[config.mk]
export PLATFORM = sky130hd
export DESIGN_NAME = gameboy_lcd_capture
export DESIGN_NICKNAME = d
export VERILOG_FILES = /design/src/rtl/gameboy_lcd_pkg.sv /design/src/rtl/gameboy_sync_edge.sv /design/src/rtl/gameboy_lcd_capture.sv
export SDC_FILE = /design/constraint.sdc
export NUM_CORES = 1
export LEC_CHECK = 0
export CAP_MARGIN = 15
export CORE_AREA = 2 2 76 92
export CTS_BUF_LIST = sky130_fd_sc_hd__clkbuf_16
export DETAILED_ROUTE_END_ITERATION = 16
export DIE_AREA = 0 0 78 94
export PLACE_DENSITY = 0.78
export SETUP_SLACK_MARGIN = 0.5
export SYNTH_ARGS = -nofsm -noshare
export SYNTH_HDL_FRONTEND = slang
export SYNTH_SLANG_ARGS = --single-unit
[constraint.sdc]
create_clock -name clock -period 3.5 [get_ports clock]
set_input_delay 0.875 -clock clock [delete_from_list [all_inputs] [get_ports clock]]
set_output_delay 0.875 -clock clock [all_outputs]
set_load 0.02 [all_outputs]
[src/rtl/gameboy_lcd_pkg.sv]
// Shared constants and state encoding for the Game Boy LCD capture path.
package gameboy_lcd_pkg;

   localparam int GB_H_PIXELS     = 160;
   localparam int GB_V_LINES      = 144;
   localparam int GB_FRAME_PIXELS = GB_H_PIXELS * GB_V_LINES;

   typedef enum logic [0:0] {
      WAIT_VSYNC = 1'b0,
      ACTIVE     = 1'b1
   } capture_state_t;

endpackage

[src/rtl/gameboy_sync_edge.sv]
// Multi-flop synchronizer for one asynchronous LCD control line, with a
// single-cycle event on the selected edge of the synchronized level.
module gameboy_sync_edge #(
   parameter int SYNC_STAGES = 2,
   parameter bit DETECT_RISE = 1'b1
)(
   input  logic clock,
   input  logic reset,
   input  logic async_in,
   output logic event_pulse
);

   logic [SYNC_STAGES-1:0] chain;
   logic                   prev;

   // Shift the raw input through the synchronizer and keep the last level for edge detection.
   always_ff @(posedge clock) begin
      if (reset) begin
         chain <= '0;
         prev  <= 1'b0;
      end else begin
         chain <= {chain[SYNC_STAGES-2:0], async_in};
         prev  <= chain[SYNC_STAGES-1];
      end
   end

   assign event_pulse = DETECT_RISE ? (chain[SYNC_STAGES-1] & ~prev)
                                    : (~chain[SYNC_STAGES-1] & prev);

endmodule

[src/rtl/gameboy_lcd_capture.sv]
// Turns the synchronized LCD pixel stream into frame-buffer writes and flips
// the buffer half only after a complete, well-formed frame.
module gameboy_lcd_capture
   import gameboy_lcd_pkg::*;
#(
   parameter int H_PIXELS    = GB_H_PIXELS,
   parameter int V_LINES     = GB_V_LINES,
   parameter int DATA_WIDTH  = 2,
   parameter int ADDR_WIDTH  = 15,
   parameter int SYNC_STAGES = 2
)(
   input  logic                  clock,
   input  logic                  reset,
   input  logic                  lcd_pix_clk,
   input  logic                  lcd_hsync,
   input  logic                  lcd_vsync,
   input  logic [DATA_WIDTH-1:0] lcd_data,
   output logic [ADDR_WIDTH-1:0] write_addr,
   output logic [DATA_WIDTH-1:0] data_out,
   output logic                  write_enable,
   output logic                  buffer_select,
   output logic                  frame_done,
   output logic                  frame_dropped
);

   localparam int XW = $clog2(H_PIXELS + 1);
   localparam int YW = $clog2(V_LINES + 1);
   localparam logic [XW-1:0]         X_END     = XW'(H_PIXELS);
   localparam logic [YW-1:0]         Y_END     = YW'(V_LINES);
   localparam logic [ADDR_WIDTH-1:0] LINE_STEP = ADDR_WIDTH'(H_PIXELS);

   logic pix_event, line_event, frame_event;
   logic [DATA_WIDTH-1:0] data_sync [SYNC_STAGES];

   capture_state_t state, state_next;
   logic [XW-1:0]         x, x_next;
   logic [YW-1:0]         y, y_next, y_sat;
   logic [ADDR_WIDTH-1:0] line_base, base_next, addr, addr_next;
   logic                  bad, bad_next, pix_ok;
   logic [ADDR_WIDTH-1:0] write_addr_next;
   logic [DATA_WIDTH-1:0] data_out_next;
   logic                  write_enable_next, select_next, done_next, dropped_next;

   gameboy_sync_edge #(.SYNC_STAGES(SYNC_STAGES), .DETECT_RISE(1'b0)) u_pix_sync (
      .clock(clock), .reset(reset), .async_in(lcd_pix_clk), .event_pulse(pix_event));
   gameboy_sync_edge #(.SYNC_STAGES(SYNC_STAGES), .DETECT_RISE(1'b1)) u_hsync_sync (
      .clock(clock), .reset(reset), .async_in(lcd_hsync), .event_pulse(line_event));
   gameboy_sync_edge #(.SYNC_STAGES(SYNC_STAGES), .DETECT_RISE(1'b1)) u_vsync_sync (
      .clock(clock), .reset(reset), .async_in(lcd_vsync), .event_pulse(frame_event));

   // Pixel data takes the same number of stages so it lines up with the pix_clk fall.
   always_ff @(posedge clock) begin
      if (reset) begin
         for (int i = 0; i < SYNC_STAGES; i++) data_sync[i] <= '0;
      end else begin
         data_sync[0] <= lcd_data;
         for (int i = 1; i < SYNC_STAGES; i++) data_sync[i] <= data_sync[i-1];
      end
   end

   // Capture state register.
   always_ff @(posedge clock) begin
      if (reset) state <= WAIT_VSYNC;
      else       state <= state_next;
   end

   // Next-state logic: only the first frame event leaves WAIT_VSYNC.
   always_comb begin
      state_next = state;
      case (state)
         WAIT_VSYNC: begin
            if (frame_event) state_next = ACTIVE;
            else             state_next = WAIT_VSYNC;
         end
         ACTIVE:  state_next = ACTIVE;
         default: state_next = WAIT_VSYNC;
      endcase
   end

   // Counter and output update; writes use pre-update counters, frame > line > pixel.
   always_comb begin
      x_next            = x;
      y_next            = y;
      base_next         = line_base;
      addr_next         = addr;
      bad_next          = bad;
      write_enable_next = 1'b0;
      write_addr_next   = write_addr;
      data_out_next     = data_out;
      select_next       = buffer_select;
      done_next         = 1'b0;
      dropped_next      = 1'b0;
      pix_ok            = (x < X_END) && (y < Y_END);
      y_sat             = (y < Y_END) ? y + 1'b1 : Y_END;
      case (state)
         WAIT_VSYNC: begin
            if (frame_event) begin
               x_next    = '0;
               y_next    = '0;
               base_next = '0;
               addr_next = '0;
               bad_next  = 1'b0;
            end else begin
               bad_next  = bad;
            end
         end
         ACTIVE: begin
            if (pix_event) begin
               if (pix_ok) begin
                  write_enable_next = 1'b1;
                  write_addr_next   = addr;
                  data_out_next     = data_sync[SYNC_STAGES-1];
                  x_next            = x + 1'b1;
                  addr_next         = addr + 1'b1;
               end else begin
                  bad_next = 1'b1;
               end
            end else begin
               write_enable_next = 1'b0;
            end
            if (line_event) begin
               if (x != X_END) bad_next = 1'b1;
               else            bad_next = bad_next;
               x_next    = '0;
               y_next    = y_sat;
               base_next = line_base + LINE_STEP;
               addr_next = line_base + LINE_STEP;
            end else begin
               y_next = y_next;
            end
            // A coincident line event already counts toward the completed-line total.
            if (frame_event) begin
               if ((y_next == Y_END) && !bad_next) begin
                  select_next = ~buffer_select;
                  done_next   = 1'b1;
               end else begin
                  dropped_next = 1'b1;
               end
               x_next    = '0;
               y_next    = '0;
               base_next = '0;
               addr_next = '0;
               bad_next  = 1'b0;
            end else begin
               done_next = 1'b0;
            end
         end
         default: begin
            bad_next = 1'b0;
         end
      endcase
   end

   // Counter and registered-output state.
   always_ff @(posedge clock) begin
      if (reset) begin
         x             <= '0;
         y             <= '0;
         line_base     <= '0;
         addr          <= '0;
         bad           <= 1'b0;
         write_enable  <= 1'b0;
         write_addr    <= '0;
         data_out      <= '0;
         buffer_select <= 1'b0;
         frame_done    <= 1'b0;
         frame_dropped <= 1'b0;
      end else begin
         x             <= x_next;
         y             <= y_next;
         line_base     <= base_next;
         addr          <= addr_next;
         bad           <= bad_next;
         write_enable  <= write_enable_next;
         write_addr    <= write_addr_next;
         data_out      <= data_out_next;
         buffer_select <= select_next;
         frame_done    <= done_next;
         frame_dropped <= dropped_next;
      end
   end

endmodule

==> results of run 1 <==
==> power breakdown <==
part	leakage (uW)	internal, uW	switching, uW
clock network	0.000137	488	391
logic	0.000730	24.3	48.3
registers	0.000623	887	8.60
==> final cells by class <==
cell class | count | area (sq um)
clock buffer | 9 | 225
clock inverter | 7 | 56.3
fill | 577 | 2360
inverter | 6 | 22.5
multi-input combinational | 298 | 1780
sequential | 77 | 1540
tap | 85 | 106
timing repair buffer | 32 | 308
==> routing by layer <==
layer / vias up / share of wire / wire length, microns / track usage
met5: - / 0 / 0 / 0
met4: 0 / 0.030 / 231 / 0.115
met3: 26 / 0.040 / 304 / 0.0519
met2: 89 / 0.50 / 3850 / 0.382
met1: 1373 / 0.43 / 3270 / 0.249
li1: 1459 / - / - / -
==> sequential cells by signal (all words and copies together) (netlist names), 2 cells and up <==
register	flops
x	8
write_addr	15
u_pix_sync.chain	2
u_hsync_sync.chain	2
y	8
line_base	10
data_out	2
u_vsync_sync.chain	2
addr	15
data_sync	4
==> through the flow <==
| step | area, sq um | instances | power, uW | util |
|---|---|---|---|---|
| global route | 4040 | 514 | 1900 | 0.631 |
| floorplan | 3420 | 401 | 963 | - |
| global placement | 3760 | 498 | 984 | 0.587 |
| CTS | 4040 | 514 | 1860 | 0.631 |
| detailed placement | 3760 | 498 | 986 | 0.587 |
| finish | 4040 | 514 | 1850 | 0.631 |
==> kinds of logic (layout without fill, tap and decap cells) <==
group | count (synthesis) | in the layout | share of synthesized area
multiplexers | 15 | 15 | 0.0438
adder cells (fa/ha/maj) | 5 | 5 | 0.0183
flip-flops | 77 | 77 | 0.450
AO/OA/AOI/OAI | 71 | 71 | 0.133
buffers and inverters | 26 | 54 | 0.0296
XOR/XNOR | 26 | 26 | 0.0665
AND/OR/NAND/NOR | 181 | 181 | 0.258
==> cells in the final DEF, fill, tap and decap left out, types with 2 or more instances in the layout <==
cell type	n
clkdlybuf4s50_1	27
inv_6	3
a21o_1	2
a22oi_1	2
a31oi_1	5
nand2_1	33
nand4b_1	3
nand3_1	12
clkinv_4	2
and2_1	4
or4_1	3
clkbuf_16	9
nand4_1	10
o21ai_0	15
xnor2_1	13
nor2_1	66
and4_1	2
nor2b_1	16
nand3b_1	2
xor2_1	13
nor4_1	2
ha_1	5
and3_1	8
o211ai_1	3
or3_1	5
a21oi_1	24
buf_4	5
o22ai_1	2
dfxtp_1	77
a211oi_1	5
nor4b_1	3
nor3_1	9
nand2b_1	3
inv_1	6
o31ai_1	2
mux2i_1	15
==> worst max-delay path, cell delays in order, from the launching register on <==
cell and delay (ns):
dfxtp_1 0.33, inv_1 0.09, ha_1 0.15, nand4b_1 0.09, or4_1 0.47, a221oi_2 0.30, nand4_1 0.21, or4_1 0.43
a21oi_1 0.14
==> worst min-delay path by stage <==
| stage | to | slack, ns |
|---|---|---|
| floorplan | data_sync[1][0] | 0.41 |
| global placement | u_vsync_sync.chain[1] | 0.42 |
| detailed placement | data_sync[1][0] | 0.43 |
| CTS | u_hsync_sync.chain[1] | 0.44 |
| global route | data_sync[1][0] | 0.45 |
| finish | u_hsync_sync.chain[1] | 0.44 |
==> results.env, run 1 <==
HPWL_MICRONS=5100
ENDPOINT_OF_THE_MOST_CRITICAL_REGISTER_TO_REGISTER_PATH='buffer_select'
CLK_SINK_COUNT=77
VIAS_PER_INSTANCE=5.73
VDD_DROP_MAX_uV=368
REPORT.FINAL.HOLD_VIOL_COUNT=0
CTS.REPAIR.RESIZED=0
HOLD_START='u_hsync_sync.chain[0]'
AREA_DELTA_SYNTH_FINAL_PCT=18.0
SYNTH-ASYNC-RESET-RATIO=0
FIN_WS_NS=1.21
CRITICAL_PATH_PEAK_FANOUT=4
LEADING_CELL_TYPES_BY_COUNT_AFTER_SYNTHESIS='dfxtp_1 (77), nor2_1 (66), nand2_1 (33)'
GRT_REMAINING_OVERFLOW=0
PWR_DENSITY_CELL_nW_PER_UM2=457
POST-PLACE-WS_NS=1.16
FINALNETCOUNT=436
GROUTE.USAGE.OVERALL=0.220
FIRST_GLOBAL_VIAS=2843
WORST_SLEW_PIN_SLEW_NS=0.718
NUMBER_OF_BUFFERS_CREATED_BY_CTS=9
DETAIL_ROUTE.DRC_VIOLATIONS=0
DRT-TOTAL-WL_MICRONS=7660
RSZ_0062_RAISED_AFTER_GLOBAL_ROUTING='no'
FLIP_FLOP_AND_LATCH_COUNT_AFTER_SYNTHESIS=77
SYNTH.LIB_CELLS_USED.DISTINCT=44
TIMING.SETUP.TNS_NS=0
ANTENNA_FOUND_INITIAL=0
CP-ENDPOINT='buffer_select'
IO_PINS=28
CTS_HOLD_BUF=0
POSTSYNTH.TOPFLOPCELL='dfxtp_1'
SYNTH_AREA_SQ_UM=3420
P_LEAK_uW=0.00149
AVGSYNTHCELLAREA_SQ_UM=8.54
SHARE_OF_LAYOUT_CELLS_ABOVE_DRIVE_STRENGTH_1=0.0536
MAX_CLOCK_FREQ_MHz=437
GRT_START_MAX_NET_PINS=51
NUMPORTBUFFERS=27
CLOCK_BUFFER_DEPTH=2
ANTENNA_CELLS=0
SYNTH_FP_NETS=413
SYNTHCELLS=401
CP_DATA_REQUIRED_TIME_NS=3.77
FINAL.HOLD.WORST_SLACK_NS=0.435
ROOT_BUFFER='clkbuf_16'
MIN_PERIOD_NS=2.29
ANTENNA_VIOLATING_NETS_POST_ROUTE=0
FINAL.PERIOD_UTILIZATION=0.654
PLACER_CONGESTION_ESTIMATE=0.881
WIDTH_OF_THE_CHIP_MICRONS=78
DRV_CAP=0
RUN_STATUS='completed'
DRV_SLEW=0
WORST-R2R-SETUP-SLACK_NS=1.21
FLOORPLAN.DIE_AREA_SQ_UM=7330
SYNTH.YOSYS.WARNINGS=0
WORST_SETUP_PATH_END_KIND='flop'
CRITICAL_PATH_CLASS='flop to flop'
POST-CTS-SETUP-BUFFERS=0
YOSYS.CELL_COUNT.TOP_TYPE='dfxtp_1'
HOLD_PATH_CLASS='flop to flop'
CLOCK_LATENCY_NS=0.34
SYNTH_AREA_LEADER_CELL='dfxtp_1'
WORST_EP_ARRIVAL_TIME_NS=2.56
CRITICAL_PATH.STARTPOINT_TYPE='flop'
SYNTH_SEQUENTIAL_AREA_RATIO=0.450
NUMBER_OF_SYNTHESIZED_FLOPS_WITH_AN_ENABLE_PIN=0
SETUP_VIOLATIONS=0
VIA_COUNT=2947
CTS.REPORTEDPATHS.CLKPINSLEW_NS=0.06
CORE_AREA_SQ_UM=6410
GRT_PASS1_WL_MICRONS=12700
CRITICAL_PATH.REG2REG.STARTPOINT='x[0]'
CLOCK_SKEW_NS=0.00624
FP-ROW-COUNT=32
WORST_R2R_PATH_DEPTH=8
YS_TOP_CELLS_BY_AREA='dfxtp_1 (45%), nor2_1 (7.2%), mux2i_1 (4.4%)'
WIRE_PER_INST_MICRONS=14.9
SYNTH.TOP_CELL.AREA_SHARE=0.450
MAX_SLEW_MARGIN=0.522
DIEHEIGHT_MICRONS=94
INITIAL_CORE_UTILIZATION=0.535
HOLDPATHSTAGES=1
TIMING.CRITICAL_PATH.FROM='x[0]'
FIRSTDRTPASSITERS=5
TRITONCTS='built'
HTREE_LEVELS=3
DRTITER0DRC=202
No activity file was read; power rests on OpenSTA's default activity.
==> inputs of run 2 (changes only) <==
- CORE_AREA: 2 2 76 92 -> 2 2 78 94
- DIE_AREA: 0 0 78 94 -> 0 0 80 96
- clock period: 3.5 -> 2.1 ns (I/O delays scaled with it)
==> results.env, run 2 (synthesized netlist as in run 1, its figures left out) <==
RUN_STATUS='finished, violations left'
VIOLATIONS='setup timing'
FILL_CELLS=520  # -9.9%
ENDPOINT_OF_THE_MOST_CRITICAL_REGISTER_TO_REGISTER_PATH='buffer_select'
TRITONCTS='built'
MAX_SLEW_MARGIN=0.641  # +0.119
GROUTE.USAGE.OVERALL=0.229  # +0.00929
P_LEAK_uW=0.00185  # +24%
MULTIINPUTGATEAREA_SQ_UM=1970  # +11%
INTERNAL_POWER_COMPONENT_uW=2590  # +85%
POWER_FRAC_CLOCK=0.494  # +0.018
CPPEAKSTAGEDELAY_NS=0.44  # -0.03 ns
WORST_R2R_PATH_DEPTH=8  # unchanged
CRITICAL_PATH.CELL_CHAIN='inv_2 > ha_4 > nand4b_1 > or4_4 > a221oi_4 > nand4_1 > or4_1 > a21oi_2'
MAX_CLOCK_FREQ_MHz=476  # +8.9%
SHARE_OF_LAYOUT_CELLS_ABOVE_DRIVE_STRENGTH_1=0.227  # +0.174
CLOCK_LATENCY_NS=0.33  # about the same
ANTENNA_VIOLATING_NETS_POST_ROUTE=0  # unchanged
FIRSTDRTPASSITERS=5  # unchanged
GRT_REMAINING_OVERFLOW=0  # unchanged
MIN_PERIOD_NS=2.10  # -0.188 ns
PLACER_CONGESTION_ESTIMATE=0.834  # -5.4%
DIEHEIGHT_MICRONS=96  # +2.1%
WORSTSETUPPATHDEPTH=8  # unchanged
FLOORPLAN.DIE_AREA_SQ_UM=7680  # +4.7%
VIAS_PER_INSTANCE=5.89  # +2.7%
DRV_SLEW=0  # unchanged
CP.BUFFERS_INVERTERS=1  # unchanged
TIMING.CRITICAL_PATH.SLOWEST_STAGE_CELL='or4_4'
CLK_SINK_COUNT=77  # unchanged
DRT-TOTAL-WL_MICRONS=9010  # +18%
SEQCELLAREA_SQ_UM=1570  # +2.0%
PWR_DENSITY_CELL_nW_PER_UM2=719  # +57%
FINAL.PERIOD_UTILIZATION=1.00  # +0.347
IO_PINS=28  # unchanged
SEQUENTIALPOWERSHARE=0.450  # -0.035
WORST-R2R-SETUP-SLACK_NS=-0.001  # -1.21 ns
HIGHEST_COUNT_CELLS_IN_THE_LAYOUT_IGNORING_FILL_AND_TAPS='dfxtp_1 (62), nor2_1 (60), nand2_1 (32), buf_4 (31), a21oi_1 (22)'
CRITICAL_PATH_PEAK_FANOUT=2  # -2
GRT_START_MAX_NET_PINS=51  # unchanged
TIMING.CRITICAL_PATH.FROM='x[0]'
ROOT_BUFFER='clkbuf_16'
AREA_DELTA_SYNTH_FINAL_PCT=34.2
FINISH.INSTANCE_AREA_SQ_UM=4600  # +14%
POWER_SWITCHING_SHARE=0.218  # -0.0243
DRTITER0DRC=278  # +38%
WORST_SLEW_PIN_SLEW_NS=0.539  # -0.179 ns
CP_DATA_REQUIRED_TIME_NS=2.37  # -1.40 ns
PATH_DELAY_FAMILY='simple AND/OR/NAND/NOR gates'
HPWL_MICRONS=4990  # -2.1%
REG_TOP3='addr x15, write_addr x15, line_base x10'
CORE_AREA_SQ_UM=6770  # +5.7%
CRITICAL_PATH.REG2REG.STARTPOINT='x[0]'
FINAL.HOLD.WORST_SLACK_NS=0.441  # +0.00574 ns
GRT_PASS1_WL_MICRONS=13700  # +7.8%
INITIAL_CORE_UTILIZATION=0.506  # -0.0288
FP-ROW-COUNT=33  # +3.1%
CTS_HOLD_BUF=0  # unchanged
CRITICAL_PATH.STARTPOINT_TYPE='flop'
WORST_SETUP_PATH_END_KIND='flop'
NUMBER_OF_BUFFERS_CREATED_BY_CTS=9  # unchanged
FINALNETCOUNT=470  # +7.8%
DETAIL_ROUTE.DRC_VIOLATIONS=0  # unchanged
CP-ENDPOINT='buffer_select'
SETUP_VIOLATIONS=1  # +1
WORST_EP_ARRIVAL_TIME_NS=2.37  # -0.19 ns
FIRST_GLOBAL_VIAS=2951  # +3.8%
HOLD_PATH_CLASS='flop to flop'
NUMPORTBUFFERS=27  # unchanged
WIDTH_OF_THE_CHIP_MICRONS=80  # +2.6%
WIRE_PER_INST_MICRONS=16.4  # +10%
FINAL_COMMON_CELL='dfxtp_1'
RSZ_0062_RAISED_AFTER_GLOBAL_ROUTING='yes'
FIN_WS_NS=-0.00145  # -1.21 ns
VDD_DROP_MAX_uV=758  # +110%
ANTENNA_CELLS=0  # unchanged
POWER.NET_SWITCHING_uW=721  # +61%
ANTENNA_FOUND_INITIAL=0  # unchanged
VIA_COUNT=3233  # +9.7%
REPORT.FINAL.HOLD_VIOL_COUNT=0  # unchanged
DPL-INSTANCE-AREA_SQ_UM=3850  # +2.4%
CRITICAL_PATH_CLASS='flop to flop'
CTS.REPORTEDPATHS.CLKPINSLEW_NS=0.06  # about the same
HTREE_LEVELS=3  # unchanged
DRV_CAP=0  # unchanged
COMBPWRFRAC=0.056  # +0.017
CLOCK_SKEW_NS=0.00577  # -0.000472 ns
CLOCK_BUFFER_DEPTH=2  # unchanged
==> run 2: cell count changes in the layout (fill, tap and decap cells not counted), sizes merged <==
cell / delta
bufbuf: +1
clkinvlp: -1
clkdlybuf4s15: +1
inv: -2
clkdlybuf4s50: -22
bufinv: +2
dlygate4sd2: +20
buf: +34
==> run 2: metal layers <==
layer	share of wire	vias to the layer above	GRT usage
met5	0	-	0
met4	0.032	0	0.107
met3	0.054	36	0.0638
met2	0.51	136	0.385
met1	0.41	1533	0.269
li1	-	1528	-
==> run 2: area by class of cell <==
class                           count  area share
Multi-Input combinational cell    298       0.429
Sequential cell                    77       0.342
Timing Repair Buffer               66       0.133
Clock buffer                        9      0.0490
Tap cell                           87      0.0237
Clock inverter                      6      0.0191
Inverter                            6     0.00490
==> run 2: repair_timing <==
| action | in CTS | in global routing |
|---|---|---|
| setup buffers | 16 | 7 |
| gates resized for setup | 66 | 24 |
| cloned | 1 | 0 |
| pin swaps | 13 | 9 |
| setup endpoints to repair | 61 | 57 |
==> run 2: power by group through the flow <==
stage	combinational, uW	sequential, uW	clock (uW)
2_1_floorplan	86.6	1520	0
3_3_place_gp	129	1520	0
3_5_place_dp	131	1520	0
4_1_cts	163	1490	1650
5_1_grt	196	1490	1720
6_report	184	1490	1630
==> run 2: per-stage QoR <==
stage	setup slack (ns)	TNS, ns	util	cells	power (uW)
after floorplan	0.109	0	-	401	1610
after global routing	-0.0894	-0.0894	0.679	549	3400
after detailed placement	-0.00573	-0.00573	0.568	510	1660
final	-0.00145	-0.00145	0.679	549	3310
after global placement	0.0415	0	0.568	510	1650
after CTS	0.00359	0	0.658	542	3300
==> run 2: how the worst min path moves through the flow <==
stage | to | depth (start not counted) | startpoint
CTS | u_hsync_sync.chain[1] | 1 | u_hsync_sync.chain[0]
global route | u_vsync_sync.chain[1] | 1 | u_vsync_sync.chain[0]
global placement | data_sync[1][0] | 1 | data_sync[0][0]
detailed placement | data_sync[1][1] | 1 | data_sync[0][1]
floorplan | data_sync[1][0] | 1 | data_sync[0][0]
finish | u_vsync_sync.chain[1] | 1 | u_vsync_sync.chain[0]
==> inputs of run 3 (changes only) <==
- CORE_AREA: 2 2 78 94 -> 3 3 79 95
- DIE_AREA: 0 0 80 96 -> 0 0 82 98
==> results.env, run 3 (synthesized netlist as in run 1, its figures left out) <==
FINALNETCOUNT=467  # -0.64%
ANTENNA_CELLS=0  # unchanged
FLOORPLAN.DIE_AREA_SQ_UM=8040  # +4.6%
WORST_EP_ARRIVAL_TIME_NS=2.45  # +0.08 ns
WORST-R2R-SETUP-SLACK_NS=-0.09  # -0.08 ns
INTERNAL_POWER_COMPONENT_uW=2340  # -9.6%
PWR_DENSITY_CELL_nW_PER_UM2=651  # -9.5%
DETAIL_ROUTE.DRC_VIOLATIONS=0  # unchanged
CP_DATA_REQUIRED_TIME_NS=2.36  # about the same
FIRSTDRTPASSITERS=5  # unchanged
MAX_SLEW_MARGIN=0.645  # +0.00433
DRV_CAP=0  # unchanged
ENDPOINT_OF_THE_MOST_CRITICAL_REGISTER_TO_REGISTER_PATH='buffer_select'
ANTENNA_VIOLATING_NETS_POST_ROUTE=0  # unchanged
CLOCK_SKEW_NS=0.00568  # -0.0000887 ns
INITIAL_CORE_UTILIZATION=0.522  # +0.0158
SHARE_OF_LAYOUT_CELLS_ABOVE_DRIVE_STRENGTH_1=0.275  # +0.0472
CRITICAL_PATH.REG2REG.STARTPOINT='x[0]'
DIEHEIGHT_MICRONS=98  # +2.1%
FIRST_GLOBAL_VIAS=2947  # -0.14%
WIDTH_OF_THE_CHIP_MICRONS=82  # +2.5%
REG_TOP3='addr x15, write_addr x15, line_base x10'
HTREE_LEVELS=3  # unchanged
TIMING.CRITICAL_PATH.SLOWEST_STAGE_CELL='or4_4'
REPORT.FINAL.HOLD_VIOL_COUNT=0  # unchanged
DRTITER0DRC=216  # -22%
VDD_DROP_MAX_uV=614  # -19%
HPWL_MICRONS=5020  # +0.57%
CRITICAL_PATH.CELL_CHAIN='inv_2 > ha_1 > nand4b_1 > or4_4 > a221oi_4 > nand4_1 > or4_4 > a21oi_2'
MAX_CLOCK_FREQ_MHz=457  # -3.9%
GRT_REMAINING_OVERFLOW=0  # unchanged
CPPEAKSTAGEDELAY_NS=0.45  # about the same
WORST_R2R_PATH_DEPTH=8  # unchanged
WORST_SETUP_PATH_END_KIND='flop'
RSZ_0062_RAISED_AFTER_GLOBAL_ROUTING='yes'
POWER_SWITCHING_SHARE=0.237  # +0.0190
PLACED_CELLS_INCL_TAPS=507  # -0.59%
HOLD_START='u_vsync_sync.chain[0]'
FINAL_COMMON_CELL='dfxtp_1'
GROUTE.USAGE.OVERALL=0.211  # -0.0182
NUMBER_OF_BUFFERS_CREATED_BY_CTS=9  # unchanged
POWER_FRAC_CLOCK=0.455  # -0.039
WORST_SLEW_PIN_SLEW_NS=0.532  # -0.00649 ns
HOLD_PATH_CLASS='flop to flop'
CTS.REPORTEDPATHS.CLKPINSLEW_NS=0.06  # about the same
PLACER_CONGESTION_ESTIMATE=0.827  # -0.82%
DRT-TOTAL-WL_MICRONS=9110  # +1.1%
COMBPWRFRAC=0.058  # +0.002
VIAS_PER_INSTANCE=5.94  # +0.83%
HIGHEST_COUNT_CELLS_IN_THE_LAYOUT_IGNORING_FILL_AND_TAPS='dfxtp_1 (59), nor2_1 (57), nand2_1 (27), buf_4 (21), dlygate4sd2_1 (20)'
CP-ENDPOINT='buffer_select'
CLOCK_LATENCY_NS=0.33  # about the same
POWER.NET_SWITCHING_uW=726  # +0.70%
FIN_WS_NS=-0.0863  # -0.0849 ns
ANTENNA_FOUND_INITIAL=0  # unchanged
LAYOUTNONFILLERINSTCOUNT=544  # -0.91%
CLOCK_BUFFER_DEPTH=2  # unchanged
CP.BUFFERS_INVERTERS=1  # unchanged
NUMPORTBUFFERS=27  # unchanged
CRITICAL_PATH_PEAK_FANOUT=2  # unchanged
RUN_STATUS='finished, violations left'
CRITICAL_PATH_CLASS='flop to flop'
ROOT_BUFFER='clkbuf_16'
CRITICAL_PATH.STARTPOINT_TYPE='flop'
CORE_AREA_SQ_UM=6570  # -3.0%
CRIT_PATH_FREQUENT_CELL='or4_4'
DRV_SLEW=0  # unchanged
WIRE_PER_INST_MICRONS=16.8  # +2.0%
P_LEAK_uW=0.00186  # +0.25%
SETUP_VIOLATIONS=2  # +1
GRT_START_MAX_NET_PINS=51  # unchanged
TRITONCTS='built'
VIOLATIONS='setup timing'
SEQUENTIALPOWERSHARE=0.487  # +0.037
AREA_DELTA_SYNTH_FINAL_PCT=37.4
MIN_PERIOD_NS=2.19  # +0.0849 ns
FP-ROW-COUNT=32  # -3.0%
GRT_PASS1_WL_MICRONS=13500  # -1.3%
PATH_DELAY_FAMILY='simple AND/OR/NAND/NOR gates'
VIA_COUNT=3230  # -0.093%
IO_PINS=28  # unchanged
WORSTSETUPPATHDEPTH=8  # unchanged
FINAL.HOLD.WORST_SLACK_NS=0.439  # -0.00203 ns
FINAL.PERIOD_UTILIZATION=1.04  # +0.0404
CLK_SINK_COUNT=77  # unchanged
TIMING.CRITICAL_PATH.FROM='x[0]'
==> run 3: final cells by class <==
| cell class | count | area (sq um) |
|---|---|---|
| clock buffers | 9 | 225 |
| well taps | 85 | 106 |
| repair buffers | 63 | 649 |
| fillers | 466 | 1860 |
| flip-flops and latches | 77 | 1580 |
| inverters | 6 | 22.5 |
| clock inverters | 6 | 40.0 |
| multi-input cells | 298 | 2080 |
==> run 3: worst min-delay path by stage <==
stage,to,slack [ns],depth (start not counted)
after floorplan,data_sync[1][0],0.41,1
after global placement,data_sync[1][0],0.42,1
after detailed placement,u_vsync_sync.chain[1],0.43,1
after CTS,data_sync[1][1],0.44,1
after global routing,u_pix_sync.chain[1],0.45,1
final,u_vsync_sync.chain[1],0.44,1
==> run 3: repair_timing <==
action | 4_1_cts | 5_1_grt
setup buffers | 6 | 12
gates resized for setup | 53 | 78
pin swaps | 5 | 23
setup endpoints to repair | 62 | 58
gates cloned | 0 | 4
hold buffers | 0 | 0
==> run 3: routing by layer <==
layer,track usage,wire [microns]
met3,0.0360,452
met1,0.262,3700
met2,0.357,4630
met4,0.0793,330
met5,0,0
==> run 3: power by group through the flow <==
stage / clock network (uW) / registers, uW / logic [uW]
detailed placement: 0 / 1530 / 126
CTS: 1410 / 1500 / 144
global route: 1480 / 1490 / 191
finish: 1390 / 1490 / 179
global placement: 0 / 1530 / 124
floorplan: 0 / 1520 / 86.6
==> run 3: stage by stage <==
| step | cell area (sq um) | total power, uW | utilization | setup TNS (ns) | worst slack (ns) |
|---|---|---|---|---|---|
| after floorplan | 3450 | 1610 | - | 0 | 0.109 |
| after global placement | 3840 | 1650 | 0.585 | 0 | 0.0153 |
| after detailed placement | 3840 | 1650 | 0.585 | -0.0587 | -0.0587 |
| after CTS | 4240 | 3050 | 0.646 | -0.0642 | -0.0642 |
| after global routing | 4710 | 3160 | 0.717 | -0.366 | -0.173 |
| final | 4710 | 3060 | 0.717 | -0.111 | -0.0863 |
